--- src/rtl/note_pkg.sv ---
// Shared types and constants for the note sequencer.
// Decode groups are seven codes wide, one pitch per code.
package note_pkg;

  typedef enum logic [2:0] {
    S_IDLE,
    S_FETCH,
    S_LOAD,
    S_WAIT_KEY,
    S_SOUND,
    S_GAP,
    S_DONE
  } state_t;

  localparam logic [1:0] OCT_LOW  = 2'd0;
  localparam logic [1:0] OCT_MID  = 2'd1;
  localparam logic [1:0] OCT_HIGH = 2'd2;

  typedef enum logic [1:0] {
    DUR_4,
    DUR_8,
    DUR_16
  } dur_t;

  localparam logic [5:0] BASE_M8  = 6'd1;
  localparam logic [5:0] BASE_M4  = 6'd8;
  localparam logic [5:0] BASE_M16 = 6'd15;
  localparam logic [5:0] BASE_L8  = 6'd22;
  localparam logic [5:0] BASE_L4  = 6'd29;
  localparam logic [5:0] BASE_L16 = 6'd36;
  localparam logic [5:0] BASE_H8  = 6'd43;
  localparam logic [5:0] BASE_H4  = 6'd50;
  localparam logic [5:0] BASE_H16 = 6'd57;

  // 7-bit compare so the top group (57..63) does not wrap
  function automatic logic in_grp(
    input logic [5:0] c,
    input logic [5:0] b
  );
    return ({1'b0, c} >= {1'b0, b}) &&
           ({1'b0, c} < ({1'b0, b} + 7'd7));
  endfunction

  function automatic logic [2:0] grp_pitch(
    input logic [5:0] c,
    input logic [5:0] b
  );
    logic [5:0] d;
    d = c - b + 6'd1;
    return d[2:0];
  endfunction

endpackage

--- src/rtl/note_decode.sv ---
// Note code to pitch/octave/duration decoder.
// Pure combinational; also used by the free-play LED path.
module note_decode
  import note_pkg::*;
(
  input  logic [5:0] code,
  output logic [2:0] pitch,
  output logic [1:0] octave,
  output dur_t       dur
);

  always_comb begin
    pitch  = 3'd0;
    octave = OCT_LOW;
    dur    = DUR_8;
    unique case (1'b1)
      (code == 6'd0): begin
        pitch  = 3'd0;
      end
      in_grp(code, BASE_M8): begin
        pitch  = grp_pitch(code, BASE_M8);
        octave = OCT_MID;
        dur    = DUR_8;
      end
      in_grp(code, BASE_M4): begin
        pitch  = grp_pitch(code, BASE_M4);
        octave = OCT_MID;
        dur    = DUR_4;
      end
      in_grp(code, BASE_M16): begin
        pitch  = grp_pitch(code, BASE_M16);
        octave = OCT_MID;
        dur    = DUR_16;
      end
      in_grp(code, BASE_L8): begin
        pitch  = grp_pitch(code, BASE_L8);
        octave = OCT_LOW;
        dur    = DUR_8;
      end
      in_grp(code, BASE_L4): begin
        pitch  = grp_pitch(code, BASE_L4);
        octave = OCT_LOW;
        dur    = DUR_4;
      end
      in_grp(code, BASE_L16): begin
        pitch  = grp_pitch(code, BASE_L16);
        octave = OCT_LOW;
        dur    = DUR_16;
      end
      in_grp(code, BASE_H8): begin
        pitch  = grp_pitch(code, BASE_H8);
        octave = OCT_HIGH;
        dur    = DUR_8;
      end
      in_grp(code, BASE_H4): begin
        pitch  = grp_pitch(code, BASE_H4);
        octave = OCT_HIGH;
        dur    = DUR_4;
      end
      in_grp(code, BASE_H16): begin
        pitch  = grp_pitch(code, BASE_H16);
        octave = OCT_HIGH;
        dur    = DUR_16;
      end
      default: begin
        pitch  = 3'd0;
      end
    endcase
  end

endmodule

--- src/rtl/note_sequencer.sv ---
// Song playback controller: walks the note ROM, times each note,
// and in learn mode waits for the matching key before sounding.
module note_sequencer
  import note_pkg::*;
#(
  parameter int IDX_W     = 8,
  parameter int TICK_DIV  = 500000,
  parameter int DUR_Q     = 40,
  parameter int GAP_TICKS = 2
) (
  input  logic               clk,
  input  logic               reset,
  input  logic               start,
  input  logic               stop,
  input  logic               pause,
  input  logic               learn,
  input  logic [1:0]         song_sel,
  input  logic [IDX_W-1:0]   song_len,
  output logic [IDX_W+1:0]   rom_addr,
  input  logic [5:0]         rom_data,
  input  logic               key_valid,
  input  logic [2:0]         key_pitch,
  input  logic [1:0]         key_oct,
  output logic               busy,
  output logic               sound_en,
  output logic [2:0]         pitch,
  output logic [1:0]         octave,
  output logic [IDX_W-1:0]   index,
  output logic               wait_key,
  output logic               done,
  output logic [7:0]         hits,
  output logic [7:0]         misses
);

  localparam int PRE_W = $clog2(TICK_DIV + 1);
  localparam int TCK_W = $clog2(DUR_Q + 1);
  localparam logic [PRE_W-1:0] PRE_LAST = PRE_W'(TICK_DIV - 1);
  localparam logic [TCK_W-1:0] L_Q4  = TCK_W'(DUR_Q - GAP_TICKS - 1);
  localparam logic [TCK_W-1:0] L_Q8  = TCK_W'(DUR_Q / 2 - GAP_TICKS - 1);
  localparam logic [TCK_W-1:0] L_Q16 = TCK_W'(DUR_Q / 4 - GAP_TICKS - 1);
  localparam logic [TCK_W-1:0] L_GAP = TCK_W'(GAP_TICKS - 1);

  state_t             state;
  logic [1:0]         song_q;
  logic [IDX_W-1:0]   len_q;
  logic               learn_q;
  dur_t               dur_q;
  logic [PRE_W-1:0]   pre;
  logic [TCK_W-1:0]   tcnt;
  logic [TCK_W-1:0]   last;
  logic               tick;
  logic               phase_end;
  logic               key_hit;
  logic [IDX_W-1:0]   idx_nx;
  logic [2:0]         d_pitch;
  logic [1:0]         d_oct;
  dur_t               d_dur;

  note_decode u_dec (
    .code   (rom_data),
    .pitch  (d_pitch),
    .octave (d_oct),
    .dur    (d_dur)
  );

  always_comb begin
    last = L_GAP;
    if (state == S_SOUND) begin
      case (dur_q)
        DUR_4:   last = L_Q4;
        DUR_16:  last = L_Q16;
        default: last = L_Q8;
      endcase
    end
  end

  assign tick      = (pre == PRE_LAST);
  assign phase_end = tick && (tcnt == last);
  assign key_hit   = (key_pitch == pitch) && (key_oct == octave);
  assign idx_nx    = index + IDX_W'(1);

  always_ff @(posedge clk or negedge reset) begin
    if (!reset) begin
      state    <= S_IDLE;
      song_q   <= 2'd0;
      len_q    <= '0;
      learn_q  <= 1'b0;
      dur_q    <= DUR_8;
      pre      <= '0;
      tcnt     <= '0;
      rom_addr <= '0;
      busy     <= 1'b0;
      sound_en <= 1'b0;
      pitch    <= 3'd0;
      octave   <= OCT_LOW;
      index    <= '0;
      wait_key <= 1'b0;
      done     <= 1'b0;
      hits     <= 8'd0;
      misses   <= 8'd0;
    end else begin
      done <= 1'b0;
      if (stop) begin
        state    <= S_IDLE;
        busy     <= 1'b0;
        sound_en <= 1'b0;
        wait_key <= 1'b0;
        pitch    <= 3'd0;
        octave   <= OCT_LOW;
      end else begin
        case (state)
          S_IDLE: begin
            if (start) begin
              song_q  <= song_sel;
              len_q   <= song_len;
              learn_q <= learn;
              index   <= '0;
              hits    <= 8'd0;
              misses  <= 8'd0;
              busy    <= 1'b1;
              if (song_len == '0) begin
                state <= S_DONE;
                done  <= 1'b1;
              end else begin
                state    <= S_FETCH;
                rom_addr <= {song_sel, {IDX_W{1'b0}}};
              end
            end
          end
          S_FETCH: state <= S_LOAD;
          S_LOAD: begin
            pitch  <= d_pitch;
            octave <= d_oct;
            dur_q  <= d_dur;
            if (learn_q && d_pitch != 3'd0) begin
              state    <= S_WAIT_KEY;
              wait_key <= 1'b1;
            end else begin
              state    <= S_SOUND;
              sound_en <= (d_pitch != 3'd0) && !pause;
              pre      <= '0;
              tcnt     <= '0;
            end
          end
          S_WAIT_KEY: begin
            if (key_valid) begin
              if (key_hit) begin
                hits     <= (hits == 8'hFF) ? hits : hits + 8'd1;
                state    <= S_SOUND;
                wait_key <= 1'b0;
                sound_en <= !pause;
                pre      <= '0;
                tcnt     <= '0;
              end else begin
                misses <= (misses == 8'hFF) ? misses : misses + 8'd1;
              end
            end
          end
          S_SOUND: begin
            if (pause) begin
              sound_en <= 1'b0;
            end else if (phase_end) begin
              state    <= S_GAP;
              sound_en <= 1'b0;
              pre      <= '0;
              tcnt     <= '0;
            end else begin
              sound_en <= (pitch != 3'd0);
              if (tick) begin
                pre  <= '0;
                tcnt <= tcnt + TCK_W'(1);
              end else begin
                pre <= pre + PRE_W'(1);
              end
            end
          end
          S_GAP: begin
            if (!pause) begin
              if (phase_end) begin
                index <= idx_nx;
                if (idx_nx == len_q) begin
                  state <= S_DONE;
                  done  <= 1'b1;
                end else begin
                  state    <= S_FETCH;
                  rom_addr <= {song_q, idx_nx};
                end
              end else if (tick) begin
                pre  <= '0;
                tcnt <= tcnt + TCK_W'(1);
              end else begin
                pre <= pre + PRE_W'(1);
              end
            end
          end
          S_DONE: begin
            state  <= S_IDLE;
            busy   <= 1'b0;
            pitch  <= 3'd0;
            octave <= OCT_LOW;
          end
          default: state <= S_IDLE;
        endcase
      end
    end
  end

endmodule

--- config.mk ---
export PLATFORM = sky130hd
export DESIGN_NAME = note_sequencer
export DESIGN_NICKNAME = d
export VERILOG_FILES = /design/src/rtl/note_pkg.sv /design/src/rtl/note_decode.sv /design/src/rtl/note_sequencer.sv
export SDC_FILE = /design/constraint.sdc
export NUM_CORES = 1
export LEC_CHECK = 0
export BUFFER_PORTS_ARGS = -buffer_cell sky130_fd_sc_hd__clkbuf_2
export CAP_MARGIN = 25
export CORE_MARGIN = 1.5
export CORE_UTILIZATION = 53
export DETAILED_ROUTE_END_ITERATION = 8
export PLACE_DENSITY = 0.74
export SYNTH_ARGS = -nofsm -noshare
export SYNTH_HDL_FRONTEND = slang
export SYNTH_HIERARCHICAL = 1
export SYNTH_SLANG_ARGS = --single-unit
--- constraint.sdc ---
create_clock -name clk -period 2.45 [get_ports clk]
set_input_delay 0.245 -clock clk [delete_from_list [all_inputs] [get_ports clk]]
set_output_delay 0.245 -clock clk [all_outputs]
set_load 0.01 [all_outputs]
==> reports/summary.txt, run 1 <==
=====================================================================================
Netlist area before placement ..........................................     5390 µm²
Number of iterations in the first detailed-routing pass ................            5
Pin count of the biggest net entering global routing ...................           44
Footprint of the flip-flops and latches ................................     2103 µm²
Clock tree from TritonCTS ..............................................         done
Leading register cell type out of synthesis ............................      dfrtp_1
Clk sinks ..............................................................           84
M3 GR Usage ............................................................       4.783%
Per-cell routed wire length ............................................     17.52 µm
Crit path time final ...................................................      2813 ps
Final-report max-slew violation count ..................................            0
Overflow left after global routing .....................................            0
Post-synth cell types ..................................................           74
Chip width .............................................................     103.8 µm
Worst Path Arrival .....................................................      3100 ps
Final Cycle Share ......................................................       114.8%
Max frequency ..........................................................   0.3555 GHz
Source-to-sink clock delay at the later pin of the worst-skew pair .....       370 ps
# IOs ..................................................................           71
Final worst-path setup slack ...........................................    -363.0 ps
Number of clock buffers inserted by TritonCTS ..........................            9
Full die area ..........................................................    10780 µm²
Grt met2 use ...........................................................       47.73%
Count of flip-flops with a built-in enable after synthesis .............            0
Start point of the worst hold path .....................................        learn
Residual DRC count .....................................................            0
Setup Crit Path Kind ................................................... input port to flop
Post-synthesis cell count ..............................................          625
Routed wire length .....................................................     15980 µm
Gr usage total .........................................................       28.90%
Final setup violating endpoints ........................................           48
Count of cells along the worst register-to-register path ...............            9
GP Congestion ..........................................................       0.9313
Fin Setup TNS ..........................................................    -11100 ps
Number of port buffers .................................................           70
Post-synthesis sequential area ratio ...................................       39.02%
Total of flip-flops plus latches after synthesis .......................           84
Nature of the critical path startpoint .................................   input port
Data required time of the critical path ................................      2740 ps
Height of the chip .....................................................     103.8 µm
Slew at the pin closest to its max-slew limit ..........................     697.3 ps
Most frequent standard cell in the layout excluding fill and tap cells .        buf_4
Placement Rows .........................................................           36
Violated checks ........................................................ negative setup slack
Headroom to the max-slew limit .........................................       52.92%
Worst-case hold slack ..................................................     67.50 ps
Largest clock skew in the final design .................................     16.84 ps
Power per cell area .................................................... 620.1 nW/µm²
First-pass GRT wire length .............................................     25590 µm
Max-Cap Viols ..........................................................            0
Kind of capture point of the worst setup path ..........................         flop
Terminus of the critical flop-to-flop path .............................     index[2]
R2R setup slack ........................................................      -320 ps
Initial detailed-routing violation count ...............................          347
Leakage component of the power .........................................     3.305 nW
Average cell area after synthesis ......................................    8.624 µm²
Number of global-route vias before repair ..............................         5223
Met1 track utilization from global routing .............................       38.59%
Count of warnings emitted by yosys .....................................            6
Class of the tightest hold or removal check ............................ input port to flop
CTS Root Buffer Type ...................................................     clkbuf_8
Syn_nets ...............................................................          663
Vias after detailed routing ............................................         5587
Commonest non-fill, non-tap cells in the layout ........................ buf_4 (85), dfrtp_1 (83), nand2_1 (74)
Number of failing hold endpoints at the final stage ....................            0
Number of nets in the layout ...........................................          812
Count of fill cells added during filler insertion ......................          687
Routing layer with the top usage in global route .......................         met2
Worst IR drop on VDD ...................................................  0.0003325 V
Core region area .......................................................     9819 µm²
Finished Core Util .....................................................       75.19%
Synth-to-layout area growth ............................................       36.98%
Status ................................................................. finished with violations
Clk pin slew, worst setup/hold paths ...................................        90 ps
Max clock buf depth ....................................................            2
Antenna violations before repair .......................................            0
Setup repair after global routing missed its margin ....................         true
Initial Util ...........................................................       54.89%
Post-DR vias/cell ......................................................        6.126
Area of combinational cells with multiple inputs .......................     3633 µm²
Launch point of the worst reg-to-reg path ..............................      pre[12]
Detail Route Antenna Nets ..............................................            0
Inserted Diodes ........................................................            0
Number of instances on the worst hold path .............................            3
Share of layout cells above drive strength 1 ...........................       36.46%
Critical-path maximum fanout ...........................................            5
End point of the worst hold path .......................................      learn_q
Async set-reset flop share out of synthesis ............................       100.0%
HPWL after DPL .........................................................     10560 µm
CTS H-Tree Depth .......................................................            3
=====================================================================================
-- per-stage QoR --
| stage | instances | power [mW] | area, µm² | setup slack (ps) |
|---|---|---|---|---|
| after detailed placement | 885 | 3.278 | 6539 | -848.3 |
| after global routing | 912 | 4.815 | 7383 | -443.3 |
| after CTS | 910 | 4.421 | 7033 | -271.5 |
| after global placement | 885 | 3.230 | 6539 | -756.6 |
| final | 912 | 4.578 | 7383 | -363.0 |
| after floorplan | 625 | 2.696 | 5503 | -496.6 |
-- Yosys cell counts, types with 4 or more instances --
cell	count	area (µm²)
a21o_1	7	52.55
a21oi_1	23	115.1
a31oi_1	10	62.56
and2_1	5	31.28
and3_1	12	75.07
buf_2	10	50.05
clkbuf_1	21	78.83
dfrtp_1	83	2077
ha_1	10	125.1
inv_1	14	52.55
mux2_2	5	56.30
mux2_4	7	105.1
nand2_1	76	285.3
nand2b_1	16	100.1
nand3_1	40	200.2
nand4_1	9	56.30
nor2_1	46	172.7
nor2b_1	13	81.33
nor3_1	12	60.06
nor3b_1	4	30.03
nor4_1	10	62.56
nor4b_1	4	35.03
o21ai_0	59	295.3
o22ai_1	5	31.28
o31ai_1	17	127.6
o41ai_1	5	43.79
or3_1	8	50.05
or4_1	7	52.55
xnor2_1	15	131.4
xor2_1	7	61.31
-- report_power, final --
| part | switching [mW] | internal (mW) | total (mW) |
|---|---|---|---|
| combinational | 1.00 | 0.802 | 1.80 |
| clock | 0.531 | 0.502 | 1.03 |
| sequential | 0.176 | 1.57 | 1.74 |
-- worst max-delay path, cell delays in order --
cell       delay [ps]
clkbuf_16         130
inv_12             30
ha_4              140
and3_4            130
o211a_1           250
or3_1             390
a221o_1           350
or3_4             360
nand3_4            80
and2_4            170
o2111ai_4         160
or4_1             510
a21oi_1           140
-- layer usage --
layer,vias to the layer above,wire [µm],share of wire (%)
li1,2596,-,-
met1,2738,6602,41
met2,212,8029,50
met3,41,883,5.5
met4,0,463,2.9
met5,-,0,0
-- cell families (layout without fill, tap and decap cells) --
| group | Yosys count | count (layout) | synth area share, % |
|---|---|---|---|
| AO/OA/AOI/OAI | 161 | 163 | 19.38 |
| XOR/XNOR | 25 | 25 | 4.828 |
| adder cells (fa/ha/maj) | 11 | 11 | 2.507 |
| buffers and inverters | 48 | 199 | 3.737 |
| flip-flops | 84 | 84 | 39.02 |
| multiplexers | 15 | 15 | 3.551 |
| AND/OR/NAND/NOR | 281 | 282 | 26.97 |
-- how the worst max path moves through the flow --
stage | start | slack, ps | endpoint
after detailed placement | rom_data[1] | -850 | pre[14]
after CTS | rom_data[1] | -270 | pre[11]
final | rom_data[1] | -360 | tcnt[4]
after global routing | rom_data[1] | -440 | pre[9]
after global placement | rom_data[1] | -760 | pre[14]
after floorplan | rom_data[1] | -500 | pre[12]
-- cell type report --
class                           count  share of cell area [%]
Inverter                           15                   1.034
Clock buffer                       11                   1.915
Multi-Input combinational cell    496                   49.21
Sequential cell                    84                   28.49
Tap cell                          133                   2.254
Timing Repair Buffer              168                   16.30
Clock inverter                      5                  0.7965
-- sequential cells by signal (all words and copies together), names as in the netlist --
name and flops:
tcnt 6, index 8, dur_q 2, octave 2, done 1, rom_addr 10
hits 8, wait_key 1, len_q 8, sound_en 1, song_q 2, busy 1
pre 19, state 3, misses 8, pitch 3, learn_q 1
-- what timing repair did --
item,CTS,global route
setup endpoints to repair,47,50
gates resized for setup,50,82
cloned,4,0
buffers inserted,5,6
endpoints found under the hold margin,41,0
hold buffers,1,0
pin swaps,22,26
No activity file was read; power rests on OpenSTA's default activity.
==> run 2: changes to the inputs <==
- BUFFER_PORTS_ARGS: -buffer_cell sky130_fd_sc_hd__clkbuf_2 -> -buffer_cell sky130_fd_sc_hd__buf_2
- GPL_ROUTABILITY_DRIVEN: not set -> 0
==> reports/summary.txt, run 2 (synthesis results as in run 1) <==
=====================================================================================
Register share of total power ..........................................        38.3%   +0.3 points
Final setup violating endpoints ........................................           46   -4.2%
Share of layout cells above drive strength 1 ...........................       37.00%   +0.55 points
Post-Layout Inst Area ..................................................     7412 µm²   +0.39%
Count of fill cells added during filler insertion ......................          681   -0.87%
Clk pin slew, worst setup/hold paths ...................................        80 ps   about the same
Worst IR drop on VDD ...................................................  0.0003511 V   +5.6%
Count of cells along the worst register-to-register path ...............            6   -3
R2R setup slack ........................................................      -270 ps   +50 ps
Number of nets in the layout ...........................................          814   +0.25%
Clk sinks ..............................................................           84   unchanged
Terminus of the critical flop-to-flop path .............................  rom_addr[8]
Overflow left after global routing .....................................            0   unchanged
Synth-to-layout area growth ............................................       37.51%
End point of the worst hold path .......................................      learn_q
# IOs ..................................................................           71   unchanged
Max reg flops ..........................................................           19   unchanged
Max frequency ..........................................................   0.3548 GHz   -0.20%
Clock Power Share ......................................................        22.1%   -0.4 points
Full die area ..........................................................    10780 µm²   unchanged
Kind of capture point of the worst setup path ..........................         flop
Critical-path maximum fanout ...........................................            6   +1
Core region area .......................................................     9819 µm²   unchanged
Height of the chip .....................................................     103.8 µm   unchanged
Routed wire length .....................................................     16470 µm   +3.1%
Class of the tightest hold or removal check ............................ input port to flop
Power per cell area .................................................... 613.2 nW/µm²   -1.1%
Post-DR vias/cell ......................................................        6.140   +0.23%
Source-to-sink clock delay at the later pin of the worst-skew pair .....       370 ps   about the same
Internal Power .........................................................     2.853 mW   -0.59%
Launch point of the worst reg-to-reg path ..............................       pre[5]
Switch share ...........................................................       37.24%   -0.085 points
Max-Cap Viols ..........................................................            0   unchanged
Violated checks ........................................................ negative setup slack
HPWL after DPL .........................................................     10810 µm   +2.3%
Status ................................................................. finished with violations
Number of global-route vias before repair ..............................         5389   +3.2%
Number of failing hold endpoints at the final stage ....................            0   unchanged
Fin Setup TNS ..........................................................     -9545 ps   +1554 ps
Commonest non-fill, non-tap cells in the layout ........................ buf_4 (87), dfrtp_1 (83), nand2_1 (73)
Per-cell routed wire length ............................................     18.02 µm   +2.9%
Part of the power in combinational logic ...............................        39.7%   +0.3 points
Number of iterations in the first detailed-routing pass ................            5   unchanged
Initial Util ...........................................................       54.89%   unchanged
Number of instances on the worst hold path .............................            3   unchanged
Start point of the worst hold path .....................................        learn
Nature of the critical path startpoint .................................   input port
Setup Slack @ Placement ................................................    -868.2 ps   -19.95 ps
Setup repair after global routing missed its margin ....................         true
Crit path time final ...................................................      2819 ps   +5.580 ps
Instance area at placement .............................................     6509 µm²   -0.46%
Vias after detailed routing ............................................         5612   +0.45%
Final-report max-slew violation count ..................................            0   unchanged
Clock tree from TritonCTS ..............................................         done
Placement Rows .........................................................           36   unchanged
Antenna violations before repair .......................................            0   unchanged
Headroom to the max-slew limit .........................................       59.00%   +6.1 points
Worst-case hold slack ..................................................     76.39 ps   +8.892 ps
Pin count of the biggest net entering global routing ...................           49   +11%
First-pass GRT wire length .............................................     25950 µm   +1.4%
Regs by FF count ....................................................... pre x19, rom_addr x10
Pwr Total ..............................................................     4.545 mW   -0.72%
Inserted Diodes ........................................................            0   unchanged
Switching power summed over all nets ...................................     1.693 mW   -0.95%
Residual DRC count .....................................................            0   unchanged
CTS H-Tree Depth .......................................................            3   unchanged
Number of port buffers .................................................           70   unchanged
Leakage component of the power .........................................     3.369 nW   +1.9%
Setup Crit Path Kind ................................................... input port to flop
Most frequent standard cell in the layout excluding fill and tap cells .        buf_4
Gr usage total .........................................................       29.38%   +0.48 points
Number of clock buffers inserted by TritonCTS ..........................            9   unchanged
Final Cycle Share ......................................................       115.0%   +0.23 points
Slew at the pin closest to its max-slew limit ..........................     613.2 ps   -84.11 ps
Chip width .............................................................     103.8 µm   unchanged
Detail Route Antenna Nets ..............................................            0   unchanged
Worst Path Arrival .....................................................      3110 ps   about the same
Max clock buf depth ....................................................            2   unchanged
Final worst-path setup slack ...........................................    -368.6 ps   -5.580 ps
Largest register by flop count .........................................          pre
Largest clock skew in the final design .................................     9.968 ps   -6.868 ps
Worst setup path startpoint ............................................  rom_data[2]
CTS Root Buffer Type ...................................................     clkbuf_8
Initial detailed-routing violation count ...............................          380   +9.5%
Data required time of the critical path ................................      2740 ps   about the same
=====================================================================================
run 2: worst max-delay path, cell delays in order:
cell and delay (ps):
buf_4 100, inv_4 50, ha_4 150, nand2b_4 60, a31oi_2 80, o211a_1 260, or3_1 390, a221o_1 320
or3_4 350, nand3_4 80, and2_4 170, o2111ai_4 160, or4_4 520, a21oi_2 160
run 2: area by class of cell:
class / count / area [µm²] / area share, %
clock buffers: 12 / 145.1 / 1.958
clock inverters: 4 / 48.80 / 0.6583
inverters: 15 / 76.32 / 1.030
multi-input cells: 495 / 3649 / 49.22
flip-flops and latches: 84 / 2103 / 28.38
well taps: 133 / 166.4 / 2.245
repair buffers: 171 / 1224 / 16.51
run 2: power groups by stage:
stage	Clock, mW	Sequential (mW)	Combinational [mW]
floorplan	0	1.73	0.965
finish	1.00	1.74	1.80
global placement	0	1.75	1.48
global route	1.08	1.76	1.95
detailed placement	0	1.76	1.52
CTS	1.03	1.73	1.63
run 2: timing repair:
item	4_1_cts	5_1_grt
pin swaps	21	22
resized for setup	56	78
cloned	2	0
endpoints found under the setup margin	47	49
hold buffers	1	0
endpoints found under the hold margin	36	0
buffers inserted	6	8
run 2: worst max path at each step:
stage                          to  slack [ps]
after floorplan           pre[12]        -500
after global placement    pre[14]        -740
after detailed placement  pre[14]        -870
after CTS                 pre[14]        -240
after global routing      tcnt[4]        -460
final                     tcnt[4]        -370
run 2: routing by layer:
| metal | GRT usage [%] | share of wire (%) | vias to the layer above |
|---|---|---|---|
| li1 | - | - | 2594 |
| met2 | 51.23 | 52 | 242 |
| met4 | 11.51 | 3.3 | 0 |
| met5 | 0 | 0 | - |
| met1 | 36.88 | 40 | 2723 |
| met3 | 3.965 | 5.2 | 53 |
run 2: metrics by stage:
stage	instances	util (%)
2_1_floorplan	625	-
3_3_place_gp	881	66.28
3_5_place_dp	881	66.28
4_1_cts	906	71.33
5_1_grt	914	75.48
6_report	914	75.48
